--- src/rtl/xadc_pair_averager_if.sv ---
// Sample-pair input and averaged-result valid/ready output bundle
// for the XADC pair averager.
interface xadc_pair_averager_if #(
  parameter int DATA_W = 12
);
  logic              new_data;
  logic [DATA_W-1:0] data_a;
  logic [DATA_W-1:0] data_b;
  logic              avg_valid;
  logic              avg_ready;
  logic [DATA_W-1:0] avg_a;
  logic [DATA_W-1:0] avg_b;
  logic [DATA_W:0]   avg_diff;

  modport master (
    input  new_data,
    input  data_a,
    input  data_b,
    input  avg_ready,
    output avg_valid,
    output avg_a,
    output avg_b,
    output avg_diff
  );

  modport slave (
    output new_data,
    output data_a,
    output data_b,
    output avg_ready,
    input  avg_valid,
    input  avg_a,
    input  avg_b,
    input  avg_diff
  );
endinterface

--- src/rtl/xadc_pair_averager.sv ---
// Boxcar averager for paired XADC coil samples: sums 2^LOG2_AVG
// pairs, emits means and signed difference over valid/ready.
module xadc_pair_averager #(
  parameter int DATA_W   = 12,
  parameter int LOG2_AVG = 4
) (
  input  logic clk,
  input  logic rst_n,
  input  logic enable,
  input  logic clear_overrun,
  output logic overrun,
  xadc_pair_averager_if.master bus
);

  localparam int ACC_W = DATA_W + LOG2_AVG;
  localparam int CNT_W = (LOG2_AVG > 0) ? LOG2_AVG : 1;
  localparam logic [CNT_W-1:0] LAST_CNT =
    CNT_W'((1 << LOG2_AVG) - 1);

  logic              new_data_q;
  logic [ACC_W-1:0]  acc_a_q, acc_a_d;
  logic [ACC_W-1:0]  acc_b_q, acc_b_d;
  logic [CNT_W-1:0]  cnt_q, cnt_d;
  logic              avg_valid_q, avg_valid_d;
  logic [DATA_W-1:0] avg_a_q, avg_a_d;
  logic [DATA_W-1:0] avg_b_q, avg_b_d;
  logic [DATA_W:0]   avg_diff_q, avg_diff_d;
  logic              overrun_q, overrun_d;

  logic              evt;
  logic              blk_end;
  logic              xfer;
  logic [ACC_W-1:0]  sum_a;
  logic [ACC_W-1:0]  sum_b;

  // Next-state: rising-edge event, accumulation, result load, overrun.
  always_comb begin
    evt     = bus.new_data & ~new_data_q & enable;
    blk_end = evt & (cnt_q == LAST_CNT);
    xfer    = avg_valid_q & bus.avg_ready;
    sum_a   = acc_a_q + ACC_W'(bus.data_a);
    sum_b   = acc_b_q + ACC_W'(bus.data_b);

    acc_a_d     = acc_a_q;
    acc_b_d     = acc_b_q;
    cnt_d       = cnt_q;
    avg_valid_d = avg_valid_q;
    avg_a_d     = avg_a_q;
    avg_b_d     = avg_b_q;
    avg_diff_d  = avg_diff_q;
    overrun_d   = overrun_q;

    if (!enable) begin
      acc_a_d = '0;
      acc_b_d = '0;
      cnt_d   = '0;
    end else if (blk_end) begin
      acc_a_d = '0;
      acc_b_d = '0;
      cnt_d   = '0;
    end else if (evt) begin
      acc_a_d = sum_a;
      acc_b_d = sum_b;
      cnt_d   = cnt_q + CNT_W'(1);
    end

    if (blk_end) begin
      avg_a_d     = DATA_W'(sum_a >> LOG2_AVG);
      avg_b_d     = DATA_W'(sum_b >> LOG2_AVG);
      avg_diff_d  = {1'b0, avg_a_d} - {1'b0, avg_b_d};
      avg_valid_d = 1'b1;
    end else if (xfer) begin
      avg_valid_d = 1'b0;
    end

    if (blk_end & avg_valid_q & ~bus.avg_ready) begin
      overrun_d = 1'b1;
    end else if (clear_overrun) begin
      overrun_d = 1'b0;
    end
  end

  // State registers, all cleared asynchronously.
  always_ff @(posedge clk or negedge rst_n) begin
    if (!rst_n) begin
      new_data_q  <= 1'b0;
      acc_a_q     <= '0;
      acc_b_q     <= '0;
      cnt_q       <= '0;
      avg_valid_q <= 1'b0;
      avg_a_q     <= '0;
      avg_b_q     <= '0;
      avg_diff_q  <= '0;
      overrun_q   <= 1'b0;
    end else begin
      new_data_q  <= bus.new_data;
      acc_a_q     <= acc_a_d;
      acc_b_q     <= acc_b_d;
      cnt_q       <= cnt_d;
      avg_valid_q <= avg_valid_d;
      avg_a_q     <= avg_a_d;
      avg_b_q     <= avg_b_d;
      avg_diff_q  <= avg_diff_d;
      overrun_q   <= overrun_d;
    end
  end

  assign bus.avg_valid = avg_valid_q;
  assign bus.avg_a     = avg_a_q;
  assign bus.avg_b     = avg_b_q;
  assign bus.avg_diff  = avg_diff_q;
  assign overrun       = overrun_q;

endmodule

--- src/flat_wrapper.sv ---
// flat-port wrapper written by rule: the top's interface ports become plain ports
module xadc_pair_averager_flat 
#(
  parameter int DATA_W   = 12,
  parameter int LOG2_AVG = 4
)
  (clk, rst_n, enable, clear_overrun, overrun, bus_new_data, bus_data_a, bus_data_b, bus_avg_ready, bus_avg_valid, bus_avg_a, bus_avg_b, bus_avg_diff);
  xadc_pair_averager_if #(.DATA_W(DATA_W)) bus_i ();
  input  logic clk;
  input  logic rst_n;
  input  logic enable;
  input  logic clear_overrun;
  output logic overrun;
  input wire logic [$bits(bus_i.new_data)-1:0] bus_new_data;
  input wire logic [$bits(bus_i.data_a)-1:0] bus_data_a;
  input wire logic [$bits(bus_i.data_b)-1:0] bus_data_b;
  input wire logic [$bits(bus_i.avg_ready)-1:0] bus_avg_ready;
  output wire logic [$bits(bus_i.avg_valid)-1:0] bus_avg_valid;
  output wire logic [$bits(bus_i.avg_a)-1:0] bus_avg_a;
  output wire logic [$bits(bus_i.avg_b)-1:0] bus_avg_b;
  output wire logic [$bits(bus_i.avg_diff)-1:0] bus_avg_diff;
  assign bus_i.new_data = bus_new_data;
  assign bus_i.data_a = bus_data_a;
  assign bus_i.data_b = bus_data_b;
  assign bus_i.avg_ready = bus_avg_ready;
  assign bus_avg_valid = bus_i.avg_valid;
  assign bus_avg_a = bus_i.avg_a;
  assign bus_avg_b = bus_i.avg_b;
  assign bus_avg_diff = bus_i.avg_diff;
  xadc_pair_averager #(.DATA_W(DATA_W), .LOG2_AVG(LOG2_AVG)) u_core (.clk(clk), .rst_n(rst_n), .enable(enable), .clear_overrun(clear_overrun), .overrun(overrun), .bus(bus_i));
endmodule
--- config.mk ---
export PLATFORM = sky130hd
export DESIGN_NAME = xadc_pair_averager_flat
export DESIGN_NICKNAME = d
export VERILOG_FILES = /design/src/rtl/xadc_pair_averager_if.sv /design/src/rtl/xadc_pair_averager.sv /design/src/flat_wrapper.sv
export SDC_FILE = /design/constraint.sdc
export NUM_CORES = 1
export LEC_CHECK = 0
export ABC_AREA = 1
export ABC_CLOCK_PERIOD_IN_PS = 7300
export CORE_MARGIN = 3
export CORE_UTILIZATION = 43
export DETAILED_ROUTE_END_ITERATION = 12
export PLACE_DENSITY_LB_ADDON = 0.1
export SYNTH_ARGS = -nofsm -noshare
export SYNTH_HDL_FRONTEND = slang
export SYNTH_SLANG_ARGS = --single-unit
--- constraint.sdc ---
create_clock -name clk -period 7.3 [get_ports clk]
set_input_delay 0.73 -clock clk [delete_from_list [all_inputs] [get_ports clk]]
set_output_delay 0.73 -clock clk [all_outputs]
set_load 0.01 [all_outputs]
==> results.txt <==
- The run finished with clean final reports.
- Of all nets on the critical path, the largest fanout is 3.
* Slew @ Worst Pin: 996 ps
- The share of synthesized area in the top cell type comes to 0.372.
- Initial core utilization: 0.444
- CTS HTree Levels: 3
- Final net count: 825
- The detailed router placed 4682 vias in this run.
- Post-Synthesis Net Count: 757
- The synthesized netlist occupies a cell area of 5120 sq um.
* Crit path DAT: 3780 ps
- The largest total area in the synthesized netlist belongs to dfrtp_1.
* Class of the most critical hold timing path: reg -> reg
* Wire length of the first global-routing pass: 21900 um
- Capture point of the critical path: u_core.bus.avg_diff[10]
- Max-slew violation count: 0
* Slowest stage cell, crit path: clkdlybuf4s50_1
- Chip Width: 115 um
- Worst stage delay on the critical path: 460 ps
- Dividing the synthesized area by the synthesized cell count gives 7.36 sq um.
* Clock slew at the register clock pins of the worst setup and hold paths: 50 ps
- Number of clock sinks seen by CTS: 76
* Maximum capacitance violations: 0
- The commonest cells after synthesis are nand2_1, inv_1, dfrtp_1, nand3_1, o21ai_0.
- In this run the register-to-register setup slack is 4240 ps.
* Fillers: 1130
- Cell count after synthesis: 695
- Layout Skew: 6.87 ps
* Most common cell in the netlist: nand2_1
* Pre-antenna DRT Iters: 4
- After detailed routing, the number of remaining DRC violations is 0.
- In this run, CTS created clock tree buffers numbering 9.
- Synth warnings: 0
- By area the synthesized netlist is led by dfrtp_1, nand2_1, nand3_1, ha_1, inv_1.
- In this run the remaining antenna-violating nets after routing total 0.
- Mean number of vias per cell: 5.14
- Std cell rows: 39
* Buffers on Ports: 68
* Layout Area Growth over Synthesis: 21.6%
* Worst Path Class, Setup: in -> reg
- R2r startpoint: u_core.acc_b_q[0]
- Crit path launch type: primary input
- Gpl congestion: 0.880
- Total core area: 11500 sq um
- Leaving out filler cells and counting taps, the final layout contains 911.
- Setup TNS: 0 ps
- Peak supply drop: 0.0914 mV
- Buffers inserted to repair hold after CTS numbered 0.
* Seq cells post-synth: 76
- In the final layout, the share of cells above drive strength 1 is 0.112.
- Inserted Diodes: 0
- Cell-by-cell trace of the critical path: clkdlybuf4s50_1, ha_1, inv_1, fa_1, inv_1, nand3_1, nand3_1, xor2_1, ha_1, fa_1, inv_1, nand3_1, o21ai_2, nand2_1, nand2_2, nand2_1, nand2_1, nand2_1, nand3_1, nand2_1
- The initial antenna violation count is 0.
* Worst relative slew slack: 0.336
- In the global route stage, overall resource usage came out at 0.212.
- Including well taps, the total number of placed cells is 895.
- Number of flops mapped to enable cells by yosys: 0
- Most common flop cell mapped by yosys: dfrtp_1
* Total routed wirelength: 13300 um
- After synthesis, the share of flip-flops with an asynchronous set or reset is 1.00.
- Worst r2r dst: u_core.bus.avg_diff[10]
- For the worst setup path, the data required time is 7530 ps.
- The number of setup buffers added after CTS is 0.
- Total gr overflow: 0
- Counting stages on the worst path, the most repeated cell is nand2_1.
- Insertion delay to the later sink of the worst-skew pair: 340 ps
* Overall power: 0.00121 W
* Die area: 13200 sq um
- The via count of the first global-routing pass is 4504.
- After the first detailed-routing iteration, the DRC count stood at 316.
- Kind of end point of the critical path: flop
* Avg WL per Cell: 14.6 um
- Of the synthesized area, sequential elements account for 0.372.
* Standby leakage power: 3.25 nW
- Detailed placement ended at an HPWL of 10100 um.
* Time the worst path needs with I/O delays and setup: 3550 ps
* IO Count: 69
- Entering global routing, the biggest net connects 77 pins.
- Clock Tree Root: clkbuf_16
- Utilization after layout: 0.540
- The die is 115 um tall.
- Timing-limited maximum frequency: 0.282 GHz
- The clock passes through at most 2 buffers.
* Unique masters post-synth: 34
- Measured in cells, the most critical reg-to-reg path has a length of 19.
- Total power per unit cell area: 194 nW/um^2
* Setup repair after global routing missed its margin: no
- Start point of the critical path: bus_data_b[0]
* Finish-stage setup viols: 0
- The number of hold violations in the final report came to 0.
* Number of resized instances in the post-cts repair step: 0
- TritonCTS built the clock tree.
- Final critical-path share of the clock period: 0.487
-- state kept, by name, summed over array words and instances (netlist names) --
name	count
u_core.acc_b_q	16
u_core.cnt_q	4
u_core.bus.avg_diff	13
u_core.bus.avg_a	12
u_core.new_data_q	1
u_core.overrun	1
u_core.acc_a_q	16
u_core.bus.avg_b	12
u_core.bus.avg_valid	1
-- worst min path at each step --
stage                            to  slack, ps  depth (start not counted)            startpoint
3_5_place_dp    u_core.bus.avg_a[4]        470                          2   u_core.bus.avg_a[4]
2_1_floorplan     u_core.acc_a_q[0]        430                          0                 rst_n
5_1_grt         u_core.bus.avg_a[1]        510                          2   u_core.bus.avg_a[1]
6_report        u_core.bus.avg_a[4]        480                          2   u_core.bus.avg_a[4]
4_1_cts         u_core.bus.avg_a[4]        490                          2   u_core.bus.avg_a[4]
3_3_place_gp   u_core.bus.avg_b[10]        460                          2  u_core.bus.avg_b[10]
-- cell families (layout without fill, tap and decap cells) --
logic type,Yosys count,in the layout,share of synthesized area
simple gates,382,382,0.336
buf+inv,98,171,0.0738
compound gates,88,88,0.103
flops,76,76,0.372
fa+ha+maj,32,32,0.0826
xor+xnor,19,19,0.0325
-- report_power, final --
group          leakage [nW]  switching (W)  internal (W)
clock                 0.140       0.000167      0.000258
sequential             1.05     0.00000725      0.000433
combinational          2.06       0.000224      0.000117
total                  3.25       0.000398      0.000808
-- routing by layer --
layer | up-vias | global-route usage | routed length (um)
li1 | 2385 | - | -
met2 | 98 | 0.327 | 6010
met1 | 2178 | 0.295 | 6490
met4 | 0 | 0.0704 | 225
met3 | 21 | 0.0463 | 581
met5 | - | 0 | 0
-- final cells by class --
type                            count  area (sq um)  share of cell area
Multi-Input combinational cell    521          2840               0.456
Sequential cell                    76          1900               0.306
Timing Repair Buffer               72           708               0.114
Inverter                           83           312              0.0501
Clock buffer                       15           278              0.0446
Tap cell                          143           179              0.0288
Clock inverter                      1          5.00            0.000804
-- layout by cell type, fill, tap and decap left out, drive strengths merged, types with 2 or more instances in the layout --
master         netlist  layout
clkdlybuf4s50        0      67
o22ai                9       9
nand2              264     264
a32o                 7       7
nand4                2       2
a21o                 2       2
nor3                 4       4
buf                  1       5
nor2                33      33
o21bai               3       3
inv                 83      82
a21oi               11      11
ha                  29      29
clkinv               0       2
a31oi                2       2
nand3               77      77
clkbuf              14      15
dfrtp               76      76
xnor2                3       3
o21ai               54      54
fa                   3       3
xor2                16      16
-- metrics by stage --
stage	hold slack [ps]	cell area, sq um	setup slack (ps)
floorplan	434	5120	4150
global placement	465	5940	3440
detailed placement	472	5940	3390
CTS	486	6220	3750
global route	505	6220	3470
finish	478	6220	3750
-- critical path, delay by kind of cell --
family / cells / cell delay [ps]
simple gates: 10 / 780
fa+ha+maj: 4 / 1190
xor+xnor: 1 / 180
compound gates: 1 / 160
buf+inv: 4 / 720
Power figures use the tool's default switching activity.
